### config.mk
export PLATFORM = sky130hd
export DESIGN_NAME = pattern_event_logger
export DESIGN_NICKNAME = d
export VERILOG_FILES = /design/src/rtl/pattern_event_logger.sv
export SDC_FILE = /design/constraint.sdc
export NUM_CORES = 1
export LEC_CHECK = 0
export BUFFER_PORTS_ARGS = -buffer_cell sky130_fd_sc_hd__buf_4
export CORE_MARGIN = 10
export CORE_UTILIZATION = 45
export CTS_BUF_LIST = sky130_fd_sc_hd__clkbuf_4 sky130_fd_sc_hd__clkbuf_8 sky130_fd_sc_hd__clkbuf_16
export CTS_CLUSTER_SIZE = 30
export DETAILED_ROUTE_END_ITERATION = 7
export PLACE_DENSITY = 0.68
export SLEW_MARGIN = 20
export SYNTH_ARGS = -nofsm -noshare
export SYNTH_HDL_FRONTEND = slang
export SYNTH_SLANG_ARGS = --single-unit
### constraint.sdc
create_clock -name clk_gate -period 2 [get_ports clk_gate]
set_input_delay 0.3 -clock clk_gate [delete_from_list [all_inputs] [get_ports clk_gate]]
set_output_delay 0.3 -clock clk_gate [all_outputs]
set_load 0.02 [all_outputs]
### src/rtl/pattern_event_logger.sv
// pattern_event_logger
// Captures a timestamp for every cycle the 101001 detector reports a match,
// queues the timestamps in a small first-word-fall-through FIFO for a readout
// stage, and keeps a saturating match counter plus a sticky overflow flag.
//
// Handshake: o_valid high means o_rd_data holds the oldest queued timestamp.
// A pop happens on a rising clk_gate edge where i_rd_en and o_valid are both
// high. i_rd_en while o_valid is low is ignored. The strobe side has no
// back-pressure: an event that arrives while the FIFO is full and not being
// popped is dropped and recorded in o_overflow.
module pattern_event_logger #(
    parameter int TS_WIDTH  = 6,
    parameter int DEPTH     = 4,
    parameter int CNT_WIDTH = 8
) (
    input  logic                       clk_gate,
    input  logic                       i_resetn,
    input  logic                       i_pattern_found,
    input  logic [TS_WIDTH-1:0]        i_timestamp,
    input  logic                       i_rd_en,
    input  logic                       i_clr_ovf,
    output logic [TS_WIDTH-1:0]        o_rd_data,
    output logic                       o_valid,
    output logic                       o_empty,
    output logic                       o_full,
    output logic [$clog2(DEPTH):0]     o_level,
    output logic                       o_overflow,
    output logic [CNT_WIDTH-1:0]       o_match_count
);

    localparam int PTR_W = $clog2(DEPTH);
    localparam int LVL_W = PTR_W + 1;

    logic [TS_WIDTH-1:0] mem [DEPTH];
    logic [PTR_W-1:0]    rd_ptr;
    logic [PTR_W-1:0]    wr_ptr;
    logic [PTR_W-1:0]    rd_ptr_nxt;
    logic [PTR_W-1:0]    wr_ptr_nxt;
    logic [LVL_W-1:0]    level;
    logic [LVL_W-1:0]    level_nxt;
    logic [TS_WIDTH-1:0] head_nxt;
    logic                rd_acc;
    logic                wr_acc;
    logic                drop;

    // The level counter alone decides full and empty.
    assign o_empty = (level == '0);
    assign o_full  = (level == LVL_W'(DEPTH));
    assign o_valid = ~o_empty;
    assign o_level = level;

    // A full FIFO still takes a write when the same edge pops the head.
    assign rd_acc = i_rd_en && !o_empty;
    assign wr_acc = i_pattern_found && (!o_full || rd_acc);
    assign drop   = i_pattern_found && o_full && !rd_acc;

    // Next pointers, occupancy and the registered head value.
    always_comb begin
        rd_ptr_nxt = rd_ptr;
        wr_ptr_nxt = wr_ptr;
        level_nxt  = level;
        head_nxt   = '0;
        if (rd_acc) begin
            rd_ptr_nxt = rd_ptr + PTR_W'(1);
        end
        if (wr_acc) begin
            wr_ptr_nxt = wr_ptr + PTR_W'(1);
        end
        if (wr_acc && !rd_acc) begin
            level_nxt = level + LVL_W'(1);
        end else if (rd_acc && !wr_acc) begin
            level_nxt = level - LVL_W'(1);
        end
        // When the slot being written becomes the new head (empty FIFO, or a
        // pop of the last entry) the incoming timestamp bypasses storage.
        if (level_nxt != '0) begin
            if (wr_acc && (wr_ptr == rd_ptr_nxt)) begin
                head_nxt = i_timestamp;
            end else begin
                head_nxt = mem[rd_ptr_nxt];
            end
        end
    end

    // Timestamp storage; contents are don't-care until written.
    always_ff @(posedge clk_gate) begin
        if (wr_acc) begin
            mem[wr_ptr] <= i_timestamp;
        end
    end

    // FIFO control state and the registered output word.
    always_ff @(posedge clk_gate or negedge i_resetn) begin
        if (!i_resetn) begin
            rd_ptr    <= '0;
            wr_ptr    <= '0;
            level     <= '0;
            o_rd_data <= '0;
        end else begin
            rd_ptr    <= rd_ptr_nxt;
            wr_ptr    <= wr_ptr_nxt;
            level     <= level_nxt;
            o_rd_data <= head_nxt;
        end
    end

    // Sticky overflow: a new drop takes priority over a clear request.
    always_ff @(posedge clk_gate or negedge i_resetn) begin
        if (!i_resetn) begin
            o_overflow <= 1'b0;
        end else if (drop) begin
            o_overflow <= 1'b1;
        end else if (i_clr_ovf) begin
            o_overflow <= 1'b0;
        end
    end

    // Total strobe count, dropped events included; holds at all-ones.
    always_ff @(posedge clk_gate or negedge i_resetn) begin
        if (!i_resetn) begin
            o_match_count <= '0;
        end else if (i_pattern_found && (o_match_count != '1)) begin
            o_match_count <= o_match_count + CNT_WIDTH'(1);
        end
    end

endmodule

# Yosys cells after proc, flatten, opt, wreduce, memory -nomap -nowiden
# Memory sizes are Yosys's and may differ from the RTL's.
# Cells that the tools add are included.
[classes]
n_addsub = 5
n_eq_ne = 3
n_mux = 9
bitwise_logic = 1
reduce_logical = 16
[ops]
columns = ["operator", "count"]
rows = [
  ["$mux W6", 2],
  ["$add A8 B1 Y8 const B", 1],
  ["$logic_and A1 B1 Y1", 8],
  ["$ne A8 B8 Y1 const B", 1],
  ["$mux W3", 2],
  ["$add A2 B1 Y2 const B", 2],
  ["$logic_not A1 Y1", 4],
  ["$mux W1", 4],
  ["$add A3 B1 Y3 const B", 1],
  ["$eq A3 B3 Y1 const B", 1],
  ["$logic_not A3 Y1", 1],
  ["$reduce_bool A3 Y1", 1],
  ["$sub A3 B1 Y3 const B", 1],
  ["$eq A2 B2 Y1", 1],
  ["$mux W2", 1],
  ["$reduce_bool A2 Y1", 1],
  ["$logic_or A1 B1 Y1", 1],
  ["$not A1 Y1", 1],
]
[word_totals]
ff_bits = 22
mem_bits_rw = 24
inputBits = 11
out_inout_bits = 21
wordCells = 41
n_memories = 1
[memory_table]
columns = ["name", "depth", "word_bits", "read_ports", "rd_ports_with_merged_regs", "wr", "line", "rtl"]
rows = [
  ["mem", 4, 6, 1, 0, 1, "34", "logic [TS_WIDTH-1:0] mem [DEPTH];"],
]

# Logic depth before layout (Yosys ltp)
[depth]
ltp_word = 11
ltp_mapped = 10
mapped_depth_nobuf = 8

# Worst setup path after synthesis
# No wires, ideal clock.
[synth_timing]
path_kind = "register -> register"
startpoint = "reg level[0] (netlist: o_level[0])"
endpoint = "reg o_rd_data[0]"
setup_time_ns = 0.099
arrival_time_ns = 2.256
required_time_ns = 1.901
setup_slack_ns = -0.355
stages_incl_launch_ff = 11
path_buffers = 2
period_less_slack_ns = 2.355
path_cell_list = "dfrtp_1 > inv_1 > ha_1 > nand2b_1 > buf_6 > clkinv_2 > nor3_1 > or4_1 > buf_2 > a21o_1 > a311oi_1"
[synth_between]
elab_chain_cells = 11
elab_cells_between_ends = 22
cone_classes = "2 x add/sub; 2 x eq/ne; 5 x mux; 12 x reduce/logical; 1 x memory"
[synth_lines]
columns = ["element", "line", "rtl"]
rows = [
  ["from (decl)", "39", "logic [LVL_W-1:0] level;"],
  ["from (signal assigned)", "102", "level <= level_nxt;"],
  ["$logic_not A3 Y1 (*)", "47", "assign o_empty = (level == '0);"],
  ["named net o_empty", "24", "output logic o_empty,"],
  ["$logic_not A1 Y1 (*)", "53", "assign rd_acc = i_rd_en && !o_empty;"],
  ["$logic_and A1 B1 Y1 (*)", "53", ""],
  ["$logic_or A1 B1 Y1", "54", "assign wr_acc = i_pattern_found && (!o_full || rd_acc);"],
  ["$logic_and A1 B1 Y1", "54", ""],
  ["$logic_not A1 Y1", "71", "end else if (rd_acc && !wr_acc) begin"],
  ["$logic_and A1 B1 Y1", "71", ""],
  ["$mux W3", "71", ""],
  ["$mux W3", "69", "if (wr_acc && !rd_acc) begin"],
  ["$reduce_bool A3 Y1", "76", "if (level_nxt != '0) begin"],
  ["$mux W6 (*)", "76", ""],
  ["named net head_nxt[0]", "41", "logic [TS_WIDTH-1:0] head_nxt;"],
  ["to (signal assigned)", "103", "o_rd_data <= head_nxt;"],
  ["to (decl)", "22", "output logic [TS_WIDTH-1:0] o_rd_data,"],
]
# Mark *: on every way through the listed nets, which the timed path passes. The rest lies on a longest branch.
# A chain may end at the register's enable or synchronous reset.

# Worst setup path in the final report
[layout_timing]
startpoint = "reg level[1] (netlist: o_level[1])"
endpoint = "reg o_rd_data[5]"
[layout_between]
elab_chain_cells = 11
elab_cells_between_ends = 22
cone_classes = "2 x add/sub; 2 x eq/ne; 5 x mux; 12 x reduce/logical; 1 x memory"
[layout_lines]
columns = ["element", "line"]
rows = [
  ["$logic_not A3 Y1", "47"],
  ["$logic_not A1 Y1", "53"],
  ["$logic_and A1 B1 Y1", "53"],
  ["$logic_or A1 B1 Y1", "54"],
  ["$logic_and A1 B1 Y1", "54"],
  ["$logic_not A1 Y1", "71"],
  ["$logic_and A1 B1 Y1", "71"],
  ["$mux W3", "71"],
  ["$mux W3", "69"],
  ["$reduce_bool A3 Y1", "76"],
  ["$mux W6 (*)", "76"],
  ["named net head_nxt[5]", "41"],
]
# Marks and branches as above.

==> results.cfg <==
[route]
dr_wl_met2_mm = 2.588
num_vias = 1813
wl_per_cell_um = 17.16
met1_length_mm = 2.488
highest_layer = met4
routed_wl_mm = 5.526
drtAntennaViolNets = 0
routed_via_density = 5.630
drt_first_pass_iters = 4
met3_length_um = 409
route.detailed.drc = 0
drtIter0Drc = 106

[clocking]
cts-root-buf = clkbuf_8
cts_tree = done
clockBufferDepth = 2
clkTransAtPathRegs_ns = 0.08
clock_latency_ns = 0.29
cts_sinks = 46
cts_max_level = 2
numCtsBuffers = 5

[yosys]
seq_area_frac_synth_pct = 54.56
syn-cell-area_mm2 = 0.002330
synthArstFlopShare_pct = 47.83
synth.avg_cell_area_um2 = 11.71
yosysWarnings = 0
synth_cell_types = 41
synth_edf_count = 24
synth_nets = 218
synthFlopType = edfxtp_1
syn_inst = 199
ys_seq_elements = 46

[setup_path]
reg2reg_depth = 8
crit_path_end_kind = flop
cpMaxStageDelayCell = or4_4
max_stage_delay_ns = 0.44
start_kind = flop
crit_type = reg2reg
crit_path_cell_trace = inv_2 -> ha_4 -> nand2b_4 -> clkinv_8 -> nor3_1 -> or4_4 -> a21o_4 -> a311oi_2
arrival_ns = 2.14
cp_max_fo = 8
worstPathRequired_ns = 2.20

[finish]
antennaDiodeCount = 0
final_area_mm2 = 0.003017
num-nets-final = 270
syn_to_final_growth_pct = 29.48
layout-drive-gt1-share_pct = 38.10
nFillCells = 435
fin_util_pct = 59.44

[timing]
finalCritPeriodShare_pct = 96.87
timing.final.hold_violations = 0
fin_skew_ns = 0.005396
worst_pin_slew_ns = 0.5203
max_freq_mhz = 516.2
setup_viol = 0
finalSetupTns_ns = 0
max_slew_margin_pct = 65.32
fin_crit_ns = 1.937
whs_ns = 0.1924
slew_viol_final = 0

[power_and_ir_drop]
peakVddDrop_mv = 0.6276
leakage_nw = 1.253
power_density_mw_per_mm2 = 1602

[worst_hold_path]
hold_class = in2reg
hold_depth = 2

[global_route]
grt_first_pass_wirelength_mm = 9.073
antenna_found_initial = 0
gr-total-overflow = 0
first_global_vias = 1807
grt_usage_pct = 13.20
grt_max_degree = 26

[floorplanning]
die_h_um = 91.95
ioPinCount = 32
die_w_um = 91.95
die_area_mm2 = 0.008455
fp-row-count = 26
start_util_pct = 45.91
core_mm2 = 0.005075

[place]
hpwl_mm = 4.057
place.gp.congestion = 0.8356
dpl_cell_area_mm2 = 0.002809
portBuffers = 31

[run]
cap_violations = 0

[run_status]
outcome = finished, final reports clean
==> power by group <==
part	internal (mW)	switching (mW)	leakage [nW]
clock network	0.246	0.313	0.0441
logic	1.29	1.47	0.724
registers	1.32	0.196	0.485
total	2.86	1.98	1.25
==> worst max-delay path: cells and delay by family, from the launching register on <==
kind,cells,cell delay [ns]
AND/OR/NAND/NOR,3,0.59
AO/OA/AOI/OAI,2,0.53
flip-flops,1,0.41
buffers and inverters,2,0.16
adder cells (fa/ha/maj),1,0.15
==> timing repair <==
item / in CTS / in global routing
hold endpoints to repair: 22 / 0
hold buffers: 1 / 0
resized for setup: 0 / 22
setup buffers: 0 / 2
setup endpoints to repair: 0 / 6
==> logic make-up (layout without fill, tap and decap cells) <==
group	Yosys count	in the layout	share of synthesized area [%]
multiplexers	9	9	4.297
XOR/XNOR	12	12	4.511
buffers and inverters	19	72	3.598
adder cells (fa/ha/maj)	8	8	4.297
AND/OR/NAND/NOR	51	51	11.92
flip-flops	46	46	54.57
AO/OA/AOI/OAI	54	54	16.81
==> layout by cell type (no fill, tap or decap), drive strengths merged, types with 2 or more instances in the layout <==
| cell type | Yosys | routed |
|---|---|---|
| and3 | 13 | 13 |
| nand2b | 2 | 2 |
| buf | 4 | 54 |
| nand2 | 11 | 11 |
| o211ai | 2 | 2 |
| clkinv | 1 | 3 |
| nor2 | 5 | 5 |
| dfrtp | 22 | 22 |
| xor2 | 4 | 4 |
| nand4 | 3 | 3 |
| a21o | 6 | 6 |
| a311oi | 5 | 5 |
| o21ai | 8 | 8 |
| a221oi | 5 | 5 |
| mux2 | 8 | 8 |
| a31oi | 3 | 3 |
| inv | 8 | 8 |
| nor3 | 2 | 2 |
| xnor2 | 8 | 8 |
| o22ai | 2 | 2 |
| a211oi | 8 | 8 |
| ha | 8 | 8 |
| edfxtp | 24 | 24 |
| a22oi | 5 | 5 |
| nor3b | 5 | 5 |
| nand3 | 7 | 7 |
| a21oi | 4 | 4 |
| clkbuf | 6 | 5 |
==> metrics by stage <==
| stage | instances | setup slack, ns | power [mW] |
|---|---|---|---|
| after floorplan | 199 | -0.1617 | 3.074 |
| after global placement | 312 | 0.07527 | 3.960 |
| after detailed placement | 312 | 0.03073 | 4.025 |
| after CTS | 321 | 0.005520 | 4.596 |
| after global routing | 322 | -0.04931 | 5.180 |
| final | 322 | 0.06258 | 4.834 |
==> path summary, 6_finish.rpt <==
check                                       from               end  slack [ns]
worst max-delay path                  o_level[1]      o_rd_data[5]        0.06
worst min-delay path                   i_clr_ovf        o_overflow        0.19
worst max register to register        o_level[1]      o_rd_data[5]        0.06
worst min register to register  o_match_count[7]  o_match_count[7]        0.50
max in group asynchronous               i_resetn        o_level[0]        1.33
min in group asynchronous               i_resetn  o_match_count[7]        0.42
==> per-layer routing <==
| metal | vias to the layer above | track usage [%] |
|---|---|---|
| met4 | 0 | 4.499 |
| met3 | 4 | 4.319 |
| met5 | - | 0 |
| met2 | 66 | 20.82 |
| met1 | 874 | 16.62 |
| li1 | 869 | - |
==> state kept, by name, indices dropped and copies added (netlist names) <==
| signal | cells |
|---|---|
| o_level | 3 |
| wr_ptr | 2 |
| o_overflow | 1 |
| o_rd_data | 6 |
| o_match_count | 8 |
| mem | 24 |
| rd_ptr | 2 |
==> synth_stat cells (6+ instances only) <==
| master | number | share of area (%) |
|---|---|---|
| ha_1 | 8 | 4.3 |
| a21o_1 | 6 | 1.9 |
| nand3_1 | 7 | 1.5 |
| and3_1 | 13 | 3.5 |
| clkbuf_1 | 6 | 0.97 |
| dfrtp_1 | 22 | 24 |
| o21ai_0 | 7 | 1.5 |
| xnor2_1 | 8 | 3.0 |
| nand2_1 | 11 | 1.8 |
| a211oi_1 | 8 | 2.6 |
| edfxtp_1 | 24 | 31 |
| inv_1 | 7 | 1.1 |
| mux2_2 | 8 | 3.9 |
==> cell type report <==
class | instances | area [um2] | area share [%]
Clock buffer | 5 | 68.82 | 2.281
Multi-Input combinational cell | 134 | 1089 | 36.08
Sequential cell | 46 | 1274 | 42.22
Timing Repair Buffer | 55 | 430.4 | 14.27
Tap cell | 70 | 87.58 | 2.903
Inverter | 9 | 46.29 | 1.535
Clock inverter | 3 | 21.27 | 0.7051
Power figures use the tool's default switching activity.
